==> config.mk <==
export PLATFORM = sky130hd
export DESIGN_NAME = multicycle_ctrl
export DESIGN_NICKNAME = d
export VERILOG_FILES = /design/src/rtl/mips_pkg.sv /design/src/rtl/multicycle_ctrl.sv
export SDC_FILE = /design/constraint.sdc
export NUM_CORES = 1
export LEC_CHECK = 0
export CAP_MARGIN = 20
export CORE_MARGIN = 2
export CORE_UTILIZATION = 47
export CTS_CLUSTER_DIAMETER = 200
export CTS_CLUSTER_SIZE = 20
export DETAILED_ROUTE_END_ITERATION = 6
export GPL_ROUTABILITY_DRIVEN = 1
export GPL_TIMING_DRIVEN = 0
export PLACE_DENSITY = 0.78
export SLEW_MARGIN = 30
export SYNTH_ARGS = -nofsm -noshare
export SYNTH_HDL_FRONTEND = slang
export SYNTH_SLANG_ARGS = --single-unit
export TNS_END_PERCENT = 10
==> constraint.sdc <==
create_clock -name clk -period 2.2 [get_ports clk]
set_input_delay 0.33 -clock clk [delete_from_list [all_inputs] [get_ports clk]]
set_output_delay 0.33 -clock clk [all_outputs]
set_load 0.05 [all_outputs]
==> src/rtl/mips_pkg.sv <==
// Shared encodings for the multicycle MIPS controller: states, opcodes and
// datapath select codes.
package mips_pkg;

  typedef enum logic [3:0] {
    FETCH, DECODE, MEMADR, MEMRD, MEMWB, MEMWR,
    EXECUTE, ALUWB, BRANCH, ADDIEX, ADDIWB, JUMP
  } state_t;

  localparam logic [5:0] OP_RTYPE = 6'b000000;
  localparam logic [5:0] OP_LW    = 6'b100011;
  localparam logic [5:0] OP_SW    = 6'b101011;
  localparam logic [5:0] OP_BEQ   = 6'b000100;
  localparam logic [5:0] OP_ADDI  = 6'b001000;
  localparam logic [5:0] OP_J     = 6'b000010;

  localparam logic [1:0] ALUOP_ADD   = 2'b00;
  localparam logic [1:0] ALUOP_SUB   = 2'b01;
  localparam logic [1:0] ALUOP_FUNCT = 2'b10;

  localparam logic [1:0] PCSRC_ALU    = 2'b00;
  localparam logic [1:0] PCSRC_ALUOUT = 2'b01;
  localparam logic [1:0] PCSRC_JUMP   = 2'b10;

  localparam logic [1:0] SRCB_REG   = 2'b00;
  localparam logic [1:0] SRCB_FOUR  = 2'b01;
  localparam logic [1:0] SRCB_IMM   = 2'b10;
  localparam logic [1:0] SRCB_SHIMM = 2'b11;

  // States that hold a memory request open and are guarded by the wait counter.
  function automatic logic is_wait(input state_t s);
    return (s == FETCH) || (s == MEMRD) || (s == MEMWR);
  endfunction

endpackage

==> src/rtl/multicycle_ctrl.sv <==
// Multicycle MIPS control FSM with memory handshake, wait-timeout and
// illegal-opcode fault reporting.
module multicycle_ctrl
  import mips_pkg::*;
#(
  parameter int TIMEOUT = 16
) (
  input  logic       clk,
  input  logic       reset,
  input  logic [5:0] op,
  input  logic       zero,
  input  logic       mem_ready,
  output logic       mem_req,
  output logic       IorD,
  output logic       IRWrite,
  output logic       MemWrite,
  output logic       RegDst,
  output logic       MemtoReg,
  output logic       RegWrite,
  output logic       ALUSrcA,
  output logic [1:0] ALUSrcB,
  output logic [1:0] ALUOp,
  output logic [1:0] PCSrc,
  output logic       pcen,
  output logic       fault
);

  localparam int CW = $clog2(TIMEOUT + 1);

  state_t        state_q, state_d;
  logic [CW-1:0] cnt_q, cnt_d;
  logic          hold_q, hold_d;
  logic          wait_st, ready, tmo, illegal, pcwrite, branch;

  // hold_q marks the cycle after a timeout: the request is dropped and the
  // late mem_ready of the abandoned access is ignored.
  assign wait_st = is_wait(state_q);
  assign ready   = mem_ready && !hold_q;
  assign tmo     = wait_st && !hold_q && !mem_ready && (cnt_q == CW'(TIMEOUT - 1));

  always_ff @(posedge clk) begin
    if (reset) begin
      state_q <= FETCH;
      cnt_q   <= '0;
      hold_q  <= 1'b0;
    end else begin
      state_q <= state_d;
      cnt_q   <= cnt_d;
      hold_q  <= hold_d;
    end
  end

  always_comb begin
    state_d = state_q;
    unique case (state_q)
      FETCH:   if (ready) state_d = DECODE;
      DECODE: begin
        case (op)
          OP_LW, OP_SW: state_d = MEMADR;
          OP_RTYPE:     state_d = EXECUTE;
          OP_BEQ:       state_d = BRANCH;
          OP_ADDI:      state_d = ADDIEX;
          OP_J:         state_d = JUMP;
          default:      state_d = FETCH;
        endcase
      end
      MEMADR:  state_d = (op == OP_SW) ? MEMWR : MEMRD;
      MEMRD:   if (ready) state_d = MEMWB; else if (tmo) state_d = FETCH;
      MEMWR:   if (ready || tmo) state_d = FETCH;
      EXECUTE: state_d = ALUWB;
      ADDIEX:  state_d = ADDIWB;
      default: state_d = FETCH;
    endcase

    hold_d = tmo;
    // Any state change, including the FETCH->FETCH restart, starts a fresh wait.
    if (state_d != state_q || tmo)           cnt_d = '0;
    else if (wait_st && !hold_q && !mem_ready) cnt_d = cnt_q + CW'(1);
    else                                       cnt_d = cnt_q;
  end

  always_comb begin
    mem_req  = 1'b0;
    IorD     = 1'b0;
    IRWrite  = 1'b0;
    MemWrite = 1'b0;
    RegDst   = 1'b0;
    MemtoReg = 1'b0;
    RegWrite = 1'b0;
    ALUSrcA  = 1'b0;
    ALUSrcB  = SRCB_REG;
    ALUOp    = ALUOP_ADD;
    PCSrc    = PCSRC_ALU;
    pcwrite  = 1'b0;
    branch   = 1'b0;
    illegal  = 1'b0;
    unique case (state_q)
      FETCH: begin
        mem_req = !hold_q;
        ALUSrcB = SRCB_FOUR;
        IRWrite = ready;
        pcwrite = ready;
      end
      DECODE: begin
        ALUSrcB = SRCB_SHIMM;
        illegal = !(op inside {OP_RTYPE, OP_LW, OP_SW, OP_BEQ, OP_ADDI, OP_J});
      end
      MEMADR, ADDIEX: begin
        ALUSrcA = 1'b1;
        ALUSrcB = SRCB_IMM;
      end
      MEMRD: begin
        mem_req = 1'b1;
        IorD    = 1'b1;
      end
      MEMWB: begin
        MemtoReg = 1'b1;
        RegWrite = 1'b1;
      end
      MEMWR: begin
        mem_req  = 1'b1;
        IorD     = 1'b1;
        MemWrite = 1'b1;
      end
      EXECUTE: begin
        ALUSrcA = 1'b1;
        ALUOp   = ALUOP_FUNCT;
      end
      ALUWB: begin
        RegDst   = 1'b1;
        RegWrite = 1'b1;
      end
      BRANCH: begin
        ALUSrcA = 1'b1;
        ALUOp   = ALUOP_SUB;
        PCSrc   = PCSRC_ALUOUT;
        branch  = 1'b1;
      end
      ADDIWB:  RegWrite = 1'b1;
      JUMP: begin
        PCSrc   = PCSRC_JUMP;
        pcwrite = 1'b1;
      end
      default: ;
    endcase

    // Reset overrides the current state so nothing is committed that cycle.
    if (reset) begin
      IRWrite  = 1'b0;
      MemWrite = 1'b0;
      RegWrite = 1'b0;
      pcwrite  = 1'b0;
      branch   = 1'b0;
    end
    fault = (illegal || tmo) && !reset;
    pcen  = pcwrite || (branch && zero);
  end

endmodule

# After elaboration in Yosys (flattened, before gate mapping)
# Index checks and enable logic that the tools add are counted.
[totals]
wordCells = 73
out_inout_bits = 16
input_bits = 10
register_bits = 10
[op_classes]
n_reduce_logical = 25
n_eq_ne = 18
muxes = 26
addsub = 1
[ops]
columns = ["cell", "count"]
rows = [
  ["4-bit one-hot mux with 7 select lines", 1],
  ["4-bit one-hot mux with 5 select lines", 1],
  ["4-bit by 3-bit == test with 1-bit output, second input constant", 4],
  ["4-bit == test, second input constant", 4],
  ["4-bit 2-to-1 mux", 4],
  ["1-bit 2-to-1 mux", 14],
  ["6-bit == test, second input constant", 2],
  ["4-bit by 2-bit == test with 1-bit output, second input constant", 2],
  ["2-bit one-hot mux with 2 select lines", 2],
  ["2-bit OR reduction", 4],
  ["6-bit by 2-bit == test with 1-bit output, second input constant", 1],
  ["6-bit by 3-bit == test with 1-bit output, second input constant", 1],
  ["6-bit by 4-bit == test with 1-bit output, second input constant", 1],
  ["1-bit logical AND", 6],
  ["6-bit zero test", 1],
  ["1-bit logical OR", 6],
  ["2-bit one-hot mux with 3 select lines", 1],
  ["6-bit nonzero test", 1],
  ["5-bit by 1-bit adder with 5-bit output, second input constant", 1],
  ["5-bit by 4-bit == test with 1-bit output, second input constant", 1],
  ["4-bit by 1-bit == test with 1-bit output, second input constant", 1],
  ["1-bit zero test", 4],
  ["4-bit zero test", 1],
  ["4-bit != test", 1],
  ["4 further kinds", 5],
]

# Depth between registers and ports, before layout
[depth]
ltp_word = 12
depth_mapped = 7
ltp_nobuf = 7

# Least setup slack after synthesis
# OpenSTA, ideal clock, no wires.
[synth_path]
path_kind = "reg2out"
startpoint = "register state_q[1]"
endpoint = "output RegWrite"
stages_incl_launch_ff = 6
path_slack_ns = -0.712
path_buffers = 2
arrival_time_ns = 2.582
required_time_ns = 1.870
cell_sequence = "dfxtp_1 -> buf_2 -> clkbuf_1 -> nor3_1 -> a21oi_1 -> nor2_1"
[synth_between]
elab_chain_len = 4
elab_cells_between_ends = 6
cone_classes = "3 x eq/ne; 2 x mux; 1 x reduce/logical"
[synth_rtl]
columns = ["item", "line", "text"]
rows = [
  ["from (decl)", "multicycle_ctrl.sv:30", "state_t state_q, state_d;"],
  ["from (signal assigned)", "multicycle_ctrl.sv:47", "state_q <= state_d;"],
  ["4-bit == test or 4-bit by 3-bit == test with 1-bit output (tied branches)", "multicycle_ctrl.sv:97", "unique case (state_q)"],
  ["3-bit OR reduction (no source line) (*)", "--", ""],
  ["1-bit 2-to-1 mux (*)", "multicycle_ctrl.sv:97", ""],
  ["1-bit 2-to-1 mux (*)", "multicycle_ctrl.sv:148", "if (reset) begin"],
  ["to (decl)", "multicycle_ctrl.sv:19", "output logic RegWrite,"],
]
# Every way passes the cells marked *; elsewhere a longest branch is shown, timed or not.

# Worst setup path in the final report
[layout_path]
startpoint = "register state_q[0]"
endpoint = "output mem_req"
[layout_between]
elab_chain_len = 3
elab_cells_between_ends = 5
cone_classes = "2 x eq/ne; 1 x mux; 2 x reduce/logical"
[layout_rtl]
columns = ["item", "line", "text"]
rows = [
  ["4-bit by 2-bit == test with 1-bit output or 4-bit by 3-bit == test with 1-bit output (tied branches)", "multicycle_ctrl.sv:97", ""],
  ["2-bit OR reduction (no source line)", "--", ""],
  ["1-bit one-hot mux with 2 select lines (*)", "multicycle_ctrl.sv:97", ""],
  ["to (decl)", "multicycle_ctrl.sv:13", "output logic mem_req,"],
]
# Marks and branches as above.

==> summary by stage <==
Clocking
The sink count of the clock tree is 10. CTS placed an instance of sky130_fd_sc_hd__clkbuf_4 at the clock tree root. No sink is reached through more buffers than the 2 on the longest clock path. TritonCTS built the clock tree. The count of buffers added by post-CTS timing repair for setup is 0. After clock tree synthesis, the clock-pin slew on the worst setup and hold paths is 0.07 ns. The clock reaches the later pin of the worst-skew pair after 0.27 ns. CTS built an H-tree with a depth of 1. In this run, CTS created clock tree buffers numbering 3.

Place
Once detailed placement completed, the half-perimeter wirelength came to 1930 µm. The worst-case setup slack after placement is -0.653 ns. Input and output buffers added on the ports amount to 24. At the end of routability-driven placement, the weighted congestion stood at 0.938.

Yosys
The area fraction of the dominant cell type after synthesis is 0.212. The number of enable-type register cells in the synthesized netlist is 0. The synthesis-stage register bit count is 10. The most common cell in the synthesized netlist is sky130_fd_sc_hd__nor2_1. The cell area after technology mapping is 942 µm².

In this run, distinct cell masters in the synthesized netlist total 42. When the netlist entered floorplanning its net count stood at 146. The count of synthesis-stage warnings from yosys is 0.

In the synthesized netlist, the cells that appear most often are sky130_fd_sc_hd__nor2_1 (15), sky130_fd_sc_hd__a21oi_1 (13), sky130_fd_sc_hd__nand2_1 (12), sky130_fd_sc_hd__nor3_1 (12), sky130_fd_sc_hd__dfxtp_1 (10). A synthesized cell averages 7.03 µm². The async set-reset flop share out of synthesis is 0.

In the post-synthesis netlist, the biggest area contributors are sky130_fd_sc_hd__dfxtp_1 (21%), sky130_fd_sc_hd__a21oi_1 (6.9%), sky130_fd_sc_hd__nor3_1 (6.4%). The cell taking the most area after synthesis is sky130_fd_sc_hd__dfxtp_1. Synthesis produced a netlist whose cell count is 134. The portion of the post-synthesis area used by sequential elements is 0.212. The dominant synthesized flop cell is sky130_fd_sc_hd__dfxtp_1.

STA
Setup violations remaining at the end of the flow were counted as 0. The max-slew violation count is 0. At the pin with the least slew margin, the transition time is 0.493 ns.

Summed over all failing endpoints, the final setup total negative slack is 0 ns. Setup repair after global routing could not meet its margin everywhere. The hold violation total from the final report was 0. The worst-case headroom to the max-slew limit is 0.673. After layout, the worst setup slack is 0.0427 ns. On the final layout, the worst clock skew is 0.00387 ns.

The maximum operating frequency is 0.464 GHz. The final critical-path required period is 2.16 ns. The part of the cycle the worst path needs is 0.981.

Floorplan
For this design the top-level I/O count stands at 26. The die is 48.8 µm wide. The initial utilization of the core area, before any placement, comes to 0.490.

The die height is 48.8 µm. The floorplan die area is 2380 µm². Row generation in the floorplan step produced 16 rows.

The core region is 1920 µm².

Critical path
STA classifies the critical path endpoint as a primary output. Along the worst path, the maximum fanout reaches 10. At the worst endpoint, the arrival time is 1.83 ns. The startpoint type of the worst setup path is a register. The worst setup path is of the register to primary output kind. Traced cell by cell, the critical path runs through buf_6 -> clkbuf_2 -> nor3_1 -> a21oi_1 -> o22a_1 -> nor2_1 -> clkdlybuf4s18_2. For this design, the slowest cell found on the critical path is sky130_fd_sc_hd__clkdlybuf4s18_2. The required time at the endpoint of the critical path is 1.87 ns. The critical path's largest stage delay is 0.37 ns.

Drt
The total DRC errors in the routed layout is 0. For this run, the detailed router's first-pass iteration total came to 4. The total via count in the routed design is 1096.

The average wire per cell in the routed design is 13.7 µm. The detailed router's first-iteration violation count is 43. The aggregate routed wire length is 2580 µm.

The vias per cell is 5.80. The number of nets with antenna violations after routing is 0.

Outcome
The run finished with clean final reports.

Finish
The total of fill cells in the finished design is 174. The antenna cell count is 0. From synthesis to final layout, the design area changed by 36.3%. In the final layout, the share of cells above drive strength 1 is 0.185. In the final design database the tool counted 175 nets.

Pwr
The static leakage is 0.545 nW. The cell area power density is 392 nW/µm². Across the VDD grid, the largest voltage drop is 0.421 mV.

Global routing
The number of antenna violations at the first check in global routing came to 0. The via count of the first global-routing pass came to 1021. Entering global routing, the biggest net connects 11 pins. The global-route wire length before repair is 4280 µm. The global-route congestion overflow total is 0. Across every metal layer, demand over resource in global routing totals 0.218.

Flow run
The max capacitance violation total is 0.

Worst hold path
The class of the tightest hold or removal check is register to register.
[layer usage]
metal	routed length, µm	vias up	GRT usage
li1	-	548	-
met1	1170	482	0.275
met2	1190	60	0.365
met3	189	6	0.0337
met4	36	0	0.0952
met5	0	-	0
[registers in the layout (all words and copies together) (netlist names)]
signal,flops
cnt_q,5
hold_q,1
state_q,4
[what timing repair did]
| item | CTS | global route |
|---|---|---|
| endpoints found under the hold margin | 0 | 0 |
| gates resized for setup | 40 | 13 |
| hold buffers | 0 | 0 |
| endpoints found under the setup margin | 16 | 5 |
[critical path: cells and delay by family (launching register included)]
family / cells / cell delay [ns]
flops: 1 / 0.31
buf+inv: 3 / 0.71
compound gates: 2 / 0.25
simple gates: 2 / 0.30
[through the flow]
stage / util / power [mW] / instances / hold slack [ns] / instance area, µm²
floorplan: - / 0.289 / 134 / 0.511 / 952
global placement: 0.638 / 0.334 / 185 / 0.527 / 1230
detailed placement: 0.638 / 0.336 / 185 / 0.549 / 1230
CTS: 0.658 / 0.502 / 189 / 0.565 / 1260
global route: 0.668 / 0.526 / 189 / 0.600 / 1280
finish: 0.668 / 0.503 / 189 / 0.557 / 1280
[kinds of logic after synthesis]
| group | Yosys count | synth area share |
|---|---|---|
| flip-flops | 10 | 0.212 |
| XOR/XNOR | 6 | 0.0558 |
| AO/OA/AOI/OAI | 35 | 0.250 |
| buffers and inverters | 16 | 0.0863 |
| AND/OR/NAND/NOR | 63 | 0.348 |
| adder cells (fa/ha/maj) | 2 | 0.0266 |
| multiplexers | 2 | 0.0212 |
[power breakdown]
group | switching, mW | internal [mW]
clock | 0.0690 | 0.101
sequential | 0.00261 | 0.186
combinational | 0.0894 | 0.0561
total | 0.161 | 0.342
[path summary, 6_finish.rpt]
| kind | start | end | slack (ns) | depth (start not counted) |
|---|---|---|---|---|
| setup / recovery | state_q[0] | mem_req | 0.04 | 7 |
| hold / removal | cnt_q[3] | cnt_q[3] | 0.56 | 2 |
| setup reg to reg | cnt_q[0] | cnt_q[4] | 0.26 | 7 |
| hold reg to reg | cnt_q[3] | cnt_q[3] | 0.56 | 2 |
[cell usage in the layout (no fill, tap or decap), types with 2 or more instances in the layout]
| master | Yosys | final |
|---|---|---|
| sky130_fd_sc_hd__nor3b_1 | 5 | 5 |
| sky130_fd_sc_hd__nor3_1 | 12 | 9 |
| sky130_fd_sc_hd__clkbuf_2 | 0 | 4 |
| sky130_fd_sc_hd__buf_4 | 1 | 3 |
| sky130_fd_sc_hd__xor2_1 | 4 | 4 |
| sky130_fd_sc_hd__dfxtp_1 | 10 | 10 |
| sky130_fd_sc_hd__nand3_1 | 5 | 4 |
| sky130_fd_sc_hd__and3_1 | 3 | 3 |
| sky130_fd_sc_hd__clkbuf_4 | 0 | 3 |
| sky130_fd_sc_hd__nor2_1 | 15 | 15 |
| sky130_fd_sc_hd__ha_1 | 2 | 2 |
| sky130_fd_sc_hd__nor3_2 | 0 | 3 |
| sky130_fd_sc_hd__nor4_1 | 2 | 2 |
| sky130_fd_sc_hd__a31oi_1 | 2 | 2 |
| sky130_fd_sc_hd__and4b_1 | 2 | 2 |
| sky130_fd_sc_hd__xnor2_1 | 2 | 2 |
| sky130_fd_sc_hd__clkdlybuf4s15_2 | 0 | 3 |
| sky130_fd_sc_hd__clkdlybuf4s50_1 | 0 | 6 |
| sky130_fd_sc_hd__clkbuf_1 | 5 | 2 |
| sky130_fd_sc_hd__a21oi_1 | 13 | 13 |
| sky130_fd_sc_hd__nand2_1 | 12 | 12 |
| sky130_fd_sc_hd__o21ai_0 | 5 | 5 |
| sky130_fd_sc_hd__inv_1 | 5 | 5 |
| sky130_fd_sc_hd__nand2b_1 | 2 | 2 |
| sky130_fd_sc_hd__buf_6 | 2 | 2 |
| sky130_fd_sc_hd__dlymetal6s2s_1 | 0 | 2 |
| sky130_fd_sc_hd__buf_2 | 2 | 4 |
| sky130_fd_sc_hd__mux2i_1 | 2 | 2 |
| sky130_fd_sc_hd__dlygate4sd2_1 | 0 | 7 |
[final cells by class]
cell class                      count  area [µm²]  share of cell area
Inverter                            5        18.8              0.0146
Clock buffer                        4        36.3              0.0283
Buffer                             11        67.6              0.0526
Timing Repair Buffer               24         225               0.175
Tap cell                           27        33.8              0.0263
Sequential cell                    10         200               0.156
Multi-Input combinational cell    108         702               0.547
Power figures use the tool's default switching activity.
